[src/rtl/eth_tx_pkg.sv]
`default_nettype none
// ============================================================================
// Module      : eth_tx_pkg
// Description : Shared types and constants for the MII Ethernet transmitter.
// Revision    : 1.0 - initial release
// ============================================================================
package eth_tx_pkg;

  typedef enum logic [2:0] {
    IDLE     = 3'd0,
    PREAMBLE = 3'd1,
    HEADER   = 3'd2,
    PAYLOAD  = 3'd3,
    FCS      = 3'd4,
    IFG      = 3'd5
  } eth_tx_state_t;

  localparam logic [7:0]  PREAMBLE_BYTE = 8'h55;
  localparam logic [7:0]  SFD_BYTE      = 8'hD5;
  localparam int          PREAMBLE_LEN  = 8;
  localparam int          HEADER_LEN    = 14;
  localparam int          FCS_LEN       = 4;
  localparam logic [31:0] CRC_POLY_REFL = 32'hEDB88320;
  localparam logic [31:0] CRC_INIT      = 32'hFFFFFFFF;
  // Byte/cycle counter width: covers 1500 payload bytes and the IFG cycle count
  localparam int          CNT_W         = 11;

endpackage
`default_nettype wire

[src/rtl/eth_crc32_nibble.sv]
`default_nettype none
// ============================================================================
// Module      : eth_crc32_nibble
// Description : Combinational IEEE 802.3 CRC-32 step over one 4-bit input,
//               reflected form, data bit 0 entering first.
// Revision    : 1.0 - initial release
// ============================================================================
module eth_crc32_nibble
  import eth_tx_pkg::*;
(
  input  logic [31:0] i_crc,
  input  logic [3:0]  i_nib,
  output logic [31:0] o_crc
);

  // Shift the four data bits LSB first through the reflected LFSR
  always_comb begin
    o_crc = i_crc;
    for (int i = 0; i < 4; i++) begin
      if (o_crc[0] ^ i_nib[i]) begin
        o_crc = (o_crc >> 1) ^ CRC_POLY_REFL;
      end else begin
        o_crc = o_crc >> 1;
      end
    end
  end

endmodule
`default_nettype wire

[src/rtl/ethernet_tx.sv]
`default_nettype none
// ============================================================================
// Module      : ethernet_tx
// Description : MII (4-bit) Ethernet frame transmitter. Emits preamble/SFD,
//               fixed MAC header, fixed-length payload pulled from a FIFO,
//               and optionally the CRC-32 FCS. Low nibble of each byte first.
//               Build option: define ETH_TX_FCS_EN to generate the FCS field.
// Revision    : 1.0 - initial release
// ============================================================================
module ethernet_tx
  import eth_tx_pkg::*;
#(
  parameter logic [47:0] DST_MAC     = 48'hFF_FF_FF_FF_FF_FF,
  parameter logic [47:0] SRC_MAC     = 48'h00_0A_35_01_02_03,
  parameter logic [15:0] ETH_TYPE    = 16'h88B5,
  parameter int          PAYLOAD_LEN = 1024,
  parameter int          IFG_BYTES   = 12
) (
  input  logic       clk,
  input  logic       rst,
  input  logic [7:0] datain,
  output logic       data_request,
  input  logic       send_enale,
  output logic       tx_ctrl,
  output logic [3:0] phy_txd
);

  localparam logic [111:0]     c_hdr      = {DST_MAC, SRC_MAC, ETH_TYPE};
  localparam logic [CNT_W-1:0] c_pre_last = CNT_W'(PREAMBLE_LEN - 1);
  localparam logic [CNT_W-1:0] c_hdr_last = CNT_W'(HEADER_LEN - 1);
  localparam logic [CNT_W-1:0] c_pay_last = CNT_W'(PAYLOAD_LEN - 1);
  localparam logic [CNT_W-1:0] c_fcs_last = CNT_W'(FCS_LEN - 1);
  localparam logic [CNT_W-1:0] c_ifg_last = CNT_W'(2 * IFG_BYTES - 1);

  // r_state/r_cnt/r_nib describe the nibble currently on the MII pins
  eth_tx_state_t    r_state, w_state_nxt, w_after_state;
  logic [CNT_W-1:0] r_cnt, w_cnt_nxt;
  logic             r_nib, w_nib_nxt;
  logic             w_slot_last;
  logic [3:0]       r_pay_hi, w_pay_hi_nxt;
  logic             r_tx_ctrl, w_tx_ctrl_nxt;
  logic [3:0]       r_txd, w_txd_nxt;
  logic             r_req, w_req_nxt;
  logic [7:0]       w_byte;
  logic [3:0]       w_hdr_idx;

`ifdef ETH_TX_FCS_EN
  logic [31:0] r_crc, w_crc_upd, w_fcs;
  assign w_fcs = ~r_crc;
`endif

  // Advance the frame position by one nibble (or one IFG cycle)
  always_comb begin
    w_state_nxt   = r_state;
    w_cnt_nxt     = r_cnt;
    w_nib_nxt     = r_nib;
    w_slot_last   = 1'b0;
    w_after_state = IDLE;
    case (r_state)
      PREAMBLE: begin w_slot_last = (r_cnt == c_pre_last); w_after_state = HEADER;  end
      HEADER:   begin w_slot_last = (r_cnt == c_hdr_last); w_after_state = PAYLOAD; end
`ifdef ETH_TX_FCS_EN
      PAYLOAD:  begin w_slot_last = (r_cnt == c_pay_last); w_after_state = FCS;     end
      FCS:      begin w_slot_last = (r_cnt == c_fcs_last); w_after_state = IFG;     end
`else
      PAYLOAD:  begin w_slot_last = (r_cnt == c_pay_last); w_after_state = IFG;     end
`endif
      default: ;
    endcase
    case (r_state)
      IDLE: begin
        if (send_enale) begin
          w_state_nxt = PREAMBLE;
          w_cnt_nxt   = '0;
          w_nib_nxt   = 1'b0;
        end
      end
      IFG: begin
        if (r_cnt == c_ifg_last) begin
          w_state_nxt = IDLE;
          w_cnt_nxt   = '0;
        end else begin
          w_cnt_nxt = r_cnt + 1'b1;
        end
      end
`ifdef ETH_TX_FCS_EN
      PREAMBLE, HEADER, PAYLOAD, FCS: begin
`else
      PREAMBLE, HEADER, PAYLOAD: begin
`endif
        if (r_nib) begin
          w_nib_nxt = 1'b0;
          if (w_slot_last) begin
            w_state_nxt = w_after_state;
            w_cnt_nxt   = '0;
          end else begin
            w_cnt_nxt = r_cnt + 1'b1;
          end
        end else begin
          w_nib_nxt = 1'b1;
        end
      end
      default: begin
        w_state_nxt = IDLE;
        w_cnt_nxt   = '0;
        w_nib_nxt   = 1'b0;
      end
    endcase
  end

  // Output nibble, enable and FIFO strobe for the position being entered
  always_comb begin
    w_tx_ctrl_nxt = 1'b0;
    w_txd_nxt     = 4'h0;
    w_req_nxt     = 1'b0;
    w_pay_hi_nxt  = r_pay_hi;
    w_byte        = 8'h00;
    w_hdr_idx     = 4'(HEADER_LEN - 1) - w_cnt_nxt[3:0];
    case (w_state_nxt)
      PREAMBLE: begin
        w_tx_ctrl_nxt = 1'b1;
        w_byte        = (w_cnt_nxt == c_pre_last) ? SFD_BYTE : PREAMBLE_BYTE;
        w_txd_nxt     = w_nib_nxt ? w_byte[7:4] : w_byte[3:0];
      end
      HEADER: begin
        w_tx_ctrl_nxt = 1'b1;
        w_byte        = c_hdr[{w_hdr_idx, 3'b000} +: 8];
        w_txd_nxt     = w_nib_nxt ? w_byte[7:4] : w_byte[3:0];
        // First fetch rides in the last header slot
        w_req_nxt     = !w_nib_nxt && (w_cnt_nxt == c_hdr_last);
      end
      PAYLOAD: begin
        w_tx_ctrl_nxt = 1'b1;
        if (w_nib_nxt) begin
          w_txd_nxt = r_pay_hi;
        end else begin
          // Slot start: the byte requested two cycles ago is on datain now
          w_txd_nxt    = datain[3:0];
          w_pay_hi_nxt = datain[7:4];
        end
        w_req_nxt = !w_nib_nxt && (w_cnt_nxt != c_pay_last);
      end
`ifdef ETH_TX_FCS_EN
      FCS: begin
        w_tx_ctrl_nxt = 1'b1;
        w_txd_nxt     = w_fcs[{w_cnt_nxt[1:0], w_nib_nxt, 2'b00} +: 4];
      end
`endif
      default: ;
    endcase
  end

  // State and registered outputs
  always_ff @(posedge clk) begin
    if (rst) begin
      r_state   <= IDLE;
      r_cnt     <= '0;
      r_nib     <= 1'b0;
      r_pay_hi  <= 4'h0;
      r_tx_ctrl <= 1'b0;
      r_txd     <= 4'h0;
      r_req     <= 1'b0;
    end else begin
      r_state   <= w_state_nxt;
      r_cnt     <= w_cnt_nxt;
      r_nib     <= w_nib_nxt;
      r_pay_hi  <= w_pay_hi_nxt;
      r_tx_ctrl <= w_tx_ctrl_nxt;
      r_txd     <= w_txd_nxt;
      r_req     <= w_req_nxt;
    end
  end

`ifdef ETH_TX_FCS_EN
  eth_crc32_nibble u_crc (
    .i_crc (r_crc),
    .i_nib (w_txd_nxt),
    .o_crc (w_crc_upd)
  );

  // Running CRC over header and payload nibbles as they are registered out
  always_ff @(posedge clk) begin
    if (rst) begin
      r_crc <= CRC_INIT;
    end else if (w_state_nxt == PREAMBLE && w_cnt_nxt == c_pre_last) begin
      r_crc <= CRC_INIT;
    end else if (w_state_nxt == HEADER || w_state_nxt == PAYLOAD) begin
      r_crc <= w_crc_upd;
    end
  end
`endif

  assign tx_ctrl      = r_tx_ctrl;
  assign phy_txd      = r_txd;
  assign data_request = r_req;

endmodule
`default_nettype wire

[config.mk]
export PLATFORM = sky130hd
export DESIGN_NAME = ethernet_tx
export DESIGN_NICKNAME = d
export VERILOG_FILES = /design/src/rtl/eth_tx_pkg.sv /design/src/rtl/eth_crc32_nibble.sv /design/src/rtl/ethernet_tx.sv
export SDC_FILE = /design/constraint.sdc
export NUM_CORES = 1
export LEC_CHECK = 0
export ABC_AREA = 1
export BUFFER_PORTS_ARGS = -buffer_cell sky130_fd_sc_hd__buf_2
export CELL_PAD_IN_SITES_DETAIL_PLACEMENT = 1
export CELL_PAD_IN_SITES_GLOBAL_PLACEMENT = 2
export CORE_ASPECT_RATIO = 1.2
export CORE_UTILIZATION = 32
export CTS_CLUSTER_DIAMETER = 80
export CTS_CLUSTER_SIZE = 12
export DETAILED_ROUTE_END_ITERATION = 8
export HOLD_SLACK_MARGIN = 0.08
export PLACE_DENSITY = 0.88
export SLEW_MARGIN = 10
export SYNTH_ARGS = -nofsm -noshare
export SYNTH_HDL_FRONTEND = slang
export SYNTH_SLANG_ARGS = --single-unit
[constraint.sdc]
create_clock -name clk -period 2.6 [get_ports clk]
set_input_delay 0.52 -clock clk [delete_from_list [all_inputs] [get_ports clk]]
set_output_delay 0.52 -clock clk [all_outputs]
set_load 0.02 [all_outputs]
==> reports/results.ini, run 1 <==
[outcome]
status = finished, final reports clean

[sta]
holdWs_ps = 458
clock.fmax_mhz = 414
final-setup-viol-count = 0
clock-skew-final_ps = 3.31
post-route-period-util = 0.930
tightest_slew_ps = 454
hold_violations = 0
slew_viol_final = 0
relSlewSlack = 0.698
setup_ws_ps = 182
fin_crit_ps = 2420

[job]
cap_violations = 0

[floorplanning]
core_area_sq_um = 6450
start_util = 0.332
die_x_microns = 76.6
die_area_sq_um = 7010
std_cell_rows = 32
pin_count = 17
die_h_microns = 91.5

[yosys]
synth_area_per_cell_sq_um = 6.23
syn-num-nets = 357
yosysUniqueCellTypes = 35
ys_ff_latch = 25
mappedNetlistArea_sq_um = 2140
synth-async-reset-ratio = 0
seq_area_frac_synth = 0.234
yosys_warnings = 0
synthFlopType = dfxtp_1
synthCells = 343
synth_edf_count = 0

[global_route]
grt_max_degree = 20
first_global_vias = 2295
gr-total-overflow = 0
antenna_found_initial = 0
grt_pass1_wl_microns = 11200
grt_usage = 0.203

[power_and_ir_drop]
switching_share = 0.344
p_leak_uw = 0.00115
power_density_nw_per_um2 = 343
ir_drop_mv = 0.175
power_frac_seq = 0.458
combinationalPowerShare = 0.260
p_sw_uw = 302
internal-power_uw = 577
clockPowerShare = 0.281

[cts]
cts_tree = built
clk_latency_ps = 270
holdBufCountCts = 0
cts_sinks = 25
cts_made_buffers = 3
cts-htree-levels = 1
clk_pin_slew_ps = 100
clk_path_buf_depth = 2
cts-root-buf = clkbuf_8

[drt]
wl_met2_microns = 3640
avgViaCountPerCell = 4.97
drt-wirelength-per-cell_microns = 15.1
top_layer = met4
vias = 2291
wl_met3_microns = 137
ant_nets = 0
wl_met1_microns = 3070
drcViolationCount = 0
drt_iter0_drc = 55
wl_microns = 6980
first_pass_iters = 4

[placed_design]
port-buffer-count = 16
dp_slack_ps = 13.1
placed_area_sq_um = 2350
routabilityCongestion = 0.810
dpl.hpwl_microns = 5400

[worst_setup_path]
worstPathMaxFanout = 7
crit_chain = buf_4 -> nor3_4 -> inv_2 -> nor2_1 -> a21oi_1 -> nand2_2 -> ha_1 -> inv_1 -> ha_4 -> inv_1 -> nand2_1 -> nand2_1 -> a21oi_1 -> nor2_1 -> nor2_1
cp-start-kind = register
cp_top_family = simple AND/OR/NAND/NOR gates
critPathKind = reg2reg
cp_slowest_cell = dfxtp_4
slowest_delay_ps = 380
cp.required_ps = 2820
crit_buf_inv = 4
crit_arrival_ps = 2630
end_kind = register
crit_top_cell = nor2_1

[finish]
drive_gt1_frac = 0.285
syn_to_final_growth_pct = 19.8
fin_area_sq_um = 2560
fin_util = 0.397
fill_cells = 877
diodes = 0
seq_area_sq_um = 517
nNetsFinal = 391
multiInputGateArea_sq_um = 1460

[min_path]
hold_path_class = reg2reg

## logic make-up (layout without fill, tap and decap cells)
kind of cell,count (synthesis),after routing,synth area share
buf+inv,56,89,0.112
simple gates,207,207,0.495
xor+xnor,2,2,0.00820
fa+ha+maj,3,3,0.0176
flops,25,25,0.234
compound gates,50,50,0.133
## sequential cells by signal, indices dropped and copies added, names as in the netlist
name	cells
r_cnt	11
phy_txd	4
r_pay_hi	4
r_state	3
data_request	1
r_nib	1
tx_ctrl	1
## synth_stat cells (2+ instances only)
cell type,count,area [sq um]
buf_6,3,33.8
nor2_8,2,40.0
inv_2,10,37.5
inv_1,36,135
a21oi_2,4,35.0
nand2_2,10,62.6
nor2_1,34,128
nor3_1,4,20.0
nor2_2,7,43.8
nand4_1,6,37.5
buf_2,3,15.0
o21ai_1,8,40.0
nand3_4,2,35.0
nand2_4,5,56.3
nand3_1,34,170
nand3_2,9,90.1
dfxtp_1,25,500
clkbuf_1,2,7.51
o21ai_0,12,60.1
ha_1,3,37.5
nand2_1,91,342
a21oi_1,20,100
## worst reg2reg max path: stages, from the launching register on
cell	delay, ps
dfxtp_4	380
buf_4	160
nor3_4	330
inv_2	70
nor2_1	130
a21oi_1	90
nand2_2	120
ha_1	180
inv_1	80
ha_4	280
inv_1	50
nand2_1	120
nand2_1	90
a21oi_1	150
nor2_1	60
nor2_1	80
## final timing paths
check              startpoint           to  slack (ps)  depth (start not counted)
hold reg to reg   r_pay_hi[2]  r_pay_hi[2]         460                          2
setup / recovery   r_state[1]   phy_txd[3]         180                         15
setup reg to reg   r_state[1]   phy_txd[3]         180                         15
hold / removal    r_pay_hi[2]  r_pay_hi[2]         460                          2
## power by group through the flow
stage	sequential, uW	clock [uW]	combinational (uW)
4_1_cts	404	255	213
5_1_grt	405	272	256
2_1_floorplan	413	0	147
3_3_place_gp	412	0	209
3_5_place_dp	413	0	212
6_report	403	247	229
## placed cells by master, fill, tap and decap left out, types with 6 or more instances in the layout
cell type and instances:
nand2_1 90, inv_1 36, nor2_1 34, nand3_1 33, buf_4 21, a21oi_1 20
dfxtp_1 18, buf_2 16, o21ai_0 12, nand2_2 10, inv_2 10, nand3_2 9
o21ai_1 8, nand2_4 6, nand4_1 6
## per-stage QoR
| step | setup TNS, ps | std cells | power [uW] |
|---|---|---|---|
| detailed placement | 0 | 447 | 625 |
| floorplan | 0 | 343 | 560 |
| global placement | 0 | 447 | 621 |
| finish | 0 | 461 | 879 |
| CTS | 0 | 451 | 872 |
| global route | -145 | 461 | 932 |
## cell type report
type | instances | area share
multi-input combinational | 262 | 0.568
sequential | 25 | 0.202
timing repair buffer | 38 | 0.101
inverter | 47 | 0.0699
tap | 85 | 0.0415
clock buffer | 4 | 0.0176
## per-layer routing
layer  global-route usage  vias up
met4               0.0545        0
met3               0.0171       14
met2                0.373       30
met5                    0        -
met1                0.249     1082
li1                     -     1165
## timing repair
action	CTS	global route
setup buffers	0	10
pin swaps	0	4
endpoints found under the setup margin	2	4
gates resized for setup	1	19
Note: power is estimated with default switching activity, not from simulation.
==> run 2: changes to the inputs <==
Settings changed: BUFFER_PORTS_ARGS -buffer_cell sky130_fd_sc_hd__buf_2 to -buffer_cell sky130_fd_sc_hd__buf_4, SYNTH_HIERARCHICAL set to 1.
==> reports/results.ini, run 2 <==
[outcome]
status = finished, final reports clean

[cts]
cts_made_buffers = 3  ; unchanged
clk_latency_ps = 280  ; about the same
cts_sinks = 25  ; unchanged
clk_pin_slew_ps = 90  ; about the same
holdBufCountCts = 0  ; unchanged
cts-htree-levels = 1  ; unchanged
cts_tree = built
cts-root-buf = clkbuf_8
clk_path_buf_depth = 2  ; unchanged

[power_and_ir_drop]
p_sw_uw = 299  ; -0.94%
p_leak_uw = 0.00114  ; -0.56%
clockPowerShare = 0.284  ; +0.003
power_density_nw_per_um2 = 342  ; -0.34%
combinationalPowerShare = 0.253  ; -0.007
switching_share = 0.343  ; -0.000364
internal-power_uw = 572  ; -0.78%
power_frac_seq = 0.463  ; +0.005
ir_drop_mv = 0.185  ; +6.0%

[drt]
first_pass_iters = 4  ; unchanged
vias = 2267  ; -1.0%
avgViaCountPerCell = 4.95  ; -0.40%
drcViolationCount = 0  ; unchanged
drt-wirelength-per-cell_microns = 14.5  ; -3.9%
wl_microns = 6660  ; -4.5%
drt_iter0_drc = 94  ; +71%
ant_nets = 0  ; unchanged

[finish]
drive_gt1_frac = 0.282  ; -0.00307
syn_to_final_growth_pct = 19.2
top_register = r_cnt
multiInputGateArea_sq_um = 1440  ; -1.2%
layout_common_cells = nand2_1, inv_1, buf_4
stdcell_count = 458  ; -0.65%
nNetsFinal = 388  ; -0.77%
fill_cells = 874  ; -0.34%
largest_reg_flops = 11  ; unchanged
seq_area_sq_um = 515  ; -0.24%
diodes = 0  ; unchanged
final_common_cell = nand2_1

[sta]
holdWs_ps = 461  ; +3.57 ps
clock-skew-final_ps = 6.42  ; +3.11 ps
fin_crit_ps = 2430  ; +8.22 ps
final-setup-viol-count = 0  ; unchanged
tightest_slew_ps = 336  ; -118 ps
relSlewSlack = 0.774  ; +0.0767
clock.fmax_mhz = 412  ; -0.34%
post-route-period-util = 0.933  ; +0.00316
hold_violations = 0  ; unchanged
slew_viol_final = 0  ; unchanged

[global_route]
gr-total-overflow = 0  ; unchanged
grt_usage = 0.201  ; -0.00157
antenna_found_initial = 0  ; unchanged
grt_pass1_wl_microns = 11100  ; -1.2%
grt_max_degree = 20  ; unchanged
first_global_vias = 2311  ; +0.70%

[floorplanning]
start_util = 0.332  ; unchanged
core_area_sq_um = 6450  ; unchanged
std_cell_rows = 32  ; unchanged
die_x_microns = 76.6  ; unchanged
die_area_sq_um = 7010  ; unchanged
pin_count = 17  ; unchanged
die_h_microns = 91.5  ; unchanged

[yosys]
ys_ff_latch = 25  ; unchanged
synth_area_per_cell_sq_um = 6.23  ; unchanged
synthFlopType = dfxtp_1
mappedNetlistArea_sq_um = 2140  ; unchanged
syn-num-nets = 357  ; unchanged
synth_top_area_frac = 0.234  ; unchanged
synth_area_leaders = dfxtp_1, nand2_1, nand3_1, inv_1, nor2_1
yosys_warnings = 6  ; +6
synth_common_cells = nand2_1, inv_1, nand3_1, nor2_1, dfxtp_1
yosysMostFrequentCell = nand2_1
yosysUniqueCellTypes = 35  ; unchanged
synth-async-reset-ratio = 0  ; unchanged
synthCells = 343  ; unchanged
synth.largest_area_cell = dfxtp_1
seq_area_frac_synth = 0.234  ; unchanged
synth_edf_count = 0  ; unchanged

[worst_setup_path]
worstSetupStartpoint = r_cnt[0]
rrSetupSlack_ps = 170  ; about the same
cp.required_ps = 2770  ; -50 ps
critPathKind = reg2reg
end_kind = register
worstPathMaxFanout = 5  ; -2
crit_arrival_ps = 2590  ; -40 ps
reg2reg_depth = 17  ; +2
crit_chain = ha_2 -> inv_1 -> nor2_1 -> nand3_2 -> nand3_2 -> nand2_2 -> inv_2 -> nand2_4 -> ha_1 -> inv_1 -> ha_1 -> inv_1 -> nand2_1 -> nand2_1 -> a21oi_1 -> nor2_1 -> nor2_1
cp-start-kind = register
r2r_end = phy_txd[3]
r2r-start = r_cnt[0]
cp_slowest_cell = dfxtp_2
slowest_delay_ps = 400  ; +20 ps

[job]
cap_violations = 0  ; unchanged

[min_path]
hold_path_depth = 2  ; unchanged
whs_endpoint = r_pay_hi[3]
min_from = r_pay_hi[3]
hold_path_class = reg2reg

[placed_design]
routabilityCongestion = 0.778  ; -4.0%
dp_cells = 446  ; -0.22%
dpl.hpwl_microns = 5340  ; -1.0%
port-buffer-count = 16  ; unchanged

==> run 2: metal layers <==
layer,part of all wire,track usage,wire [microns]
met1,0.44,0.226,2940
met2,0.53,0.396,3560
met3,0.015,0.0211,102
met4,0.0087,0.0481,58
met5,0,0,0
==> run 2: cells by family after synthesis <==
logic type | after synthesis | share of synthesized area
and+or+nand+nor | 207 | 0.495
buffers and inverters | 56 | 0.112
AOI/OAI and AO/OA | 50 | 0.133
DFF | 25 | 0.234
adders and majority gates | 3 | 0.0176
xor gates and xnor gates | 2 | 0.00820
==> run 2: how the worst max path moves through the flow <==
stage / depth (start not counted) / end
finish: 17 / phy_txd[3]
global route: 15 / phy_txd[2]
CTS: 17 / phy_txd[3]
detailed placement: 17 / phy_txd[3]
global placement: 16 / phy_txd[3]
floorplan: 15 / phy_txd[0]
==> run 2: repair_timing <==
action,in CTS,in global routing
setup buffers,0,8
pin swaps,0,2
gates resized for setup,1,17
endpoints found under the setup margin,3,4
==> run 2: cell type report <==
| type | count | area share |
|---|---|---|
| multi-input cells | 262 | 0.564 |
| flip-flops and latches | 25 | 0.202 |
| repair buffers | 35 | 0.103 |
| inverters | 47 | 0.0702 |
| well taps | 85 | 0.0417 |
| clock buffers | 3 | 0.0162 |
| clock inverters | 1 | 0.00196 |
==> run 2: power groups by stage <==
stage / sequential [uW] / combinational (uW) / clock (uW)
4_1_cts: 404 / 215 / 252
3_3_place_gp: 413 / 210 / 0
5_1_grt: 405 / 249 / 269
2_1_floorplan: 413 / 147 / 0
3_5_place_dp: 413 / 214 / 0
6_report: 404 / 221 / 247
==> run 2: per-stage QoR <==
stage / setup WS, ps / setup TNS (ps) / total power (uW) / instance area (sq um) / util
floorplan: 246 / 0 / 560 / 2140 / -
global placement: 95.5 / 0 / 623 / 2390 / 0.370
detailed placement: 0.622 / 0 / 627 / 2390 / 0.370
CTS: 6.40 / 0 / 872 / 2430 / 0.378
global route: -75.0 / -283 / 923 / 2550 / 0.395
finish: 174 / 0 / 872 / 2550 / 0.395
==> run 2: worst max-delay path, delay by kind of cell, from the launching register on <==
kind / cells / cell delay [ps]
and+or+nand+nor: 9 / 850
adders and majority gates: 3 / 700
DFF: 1 / 400
buffers and inverters: 4 / 300
AOI/OAI and AO/OA: 1 / 70
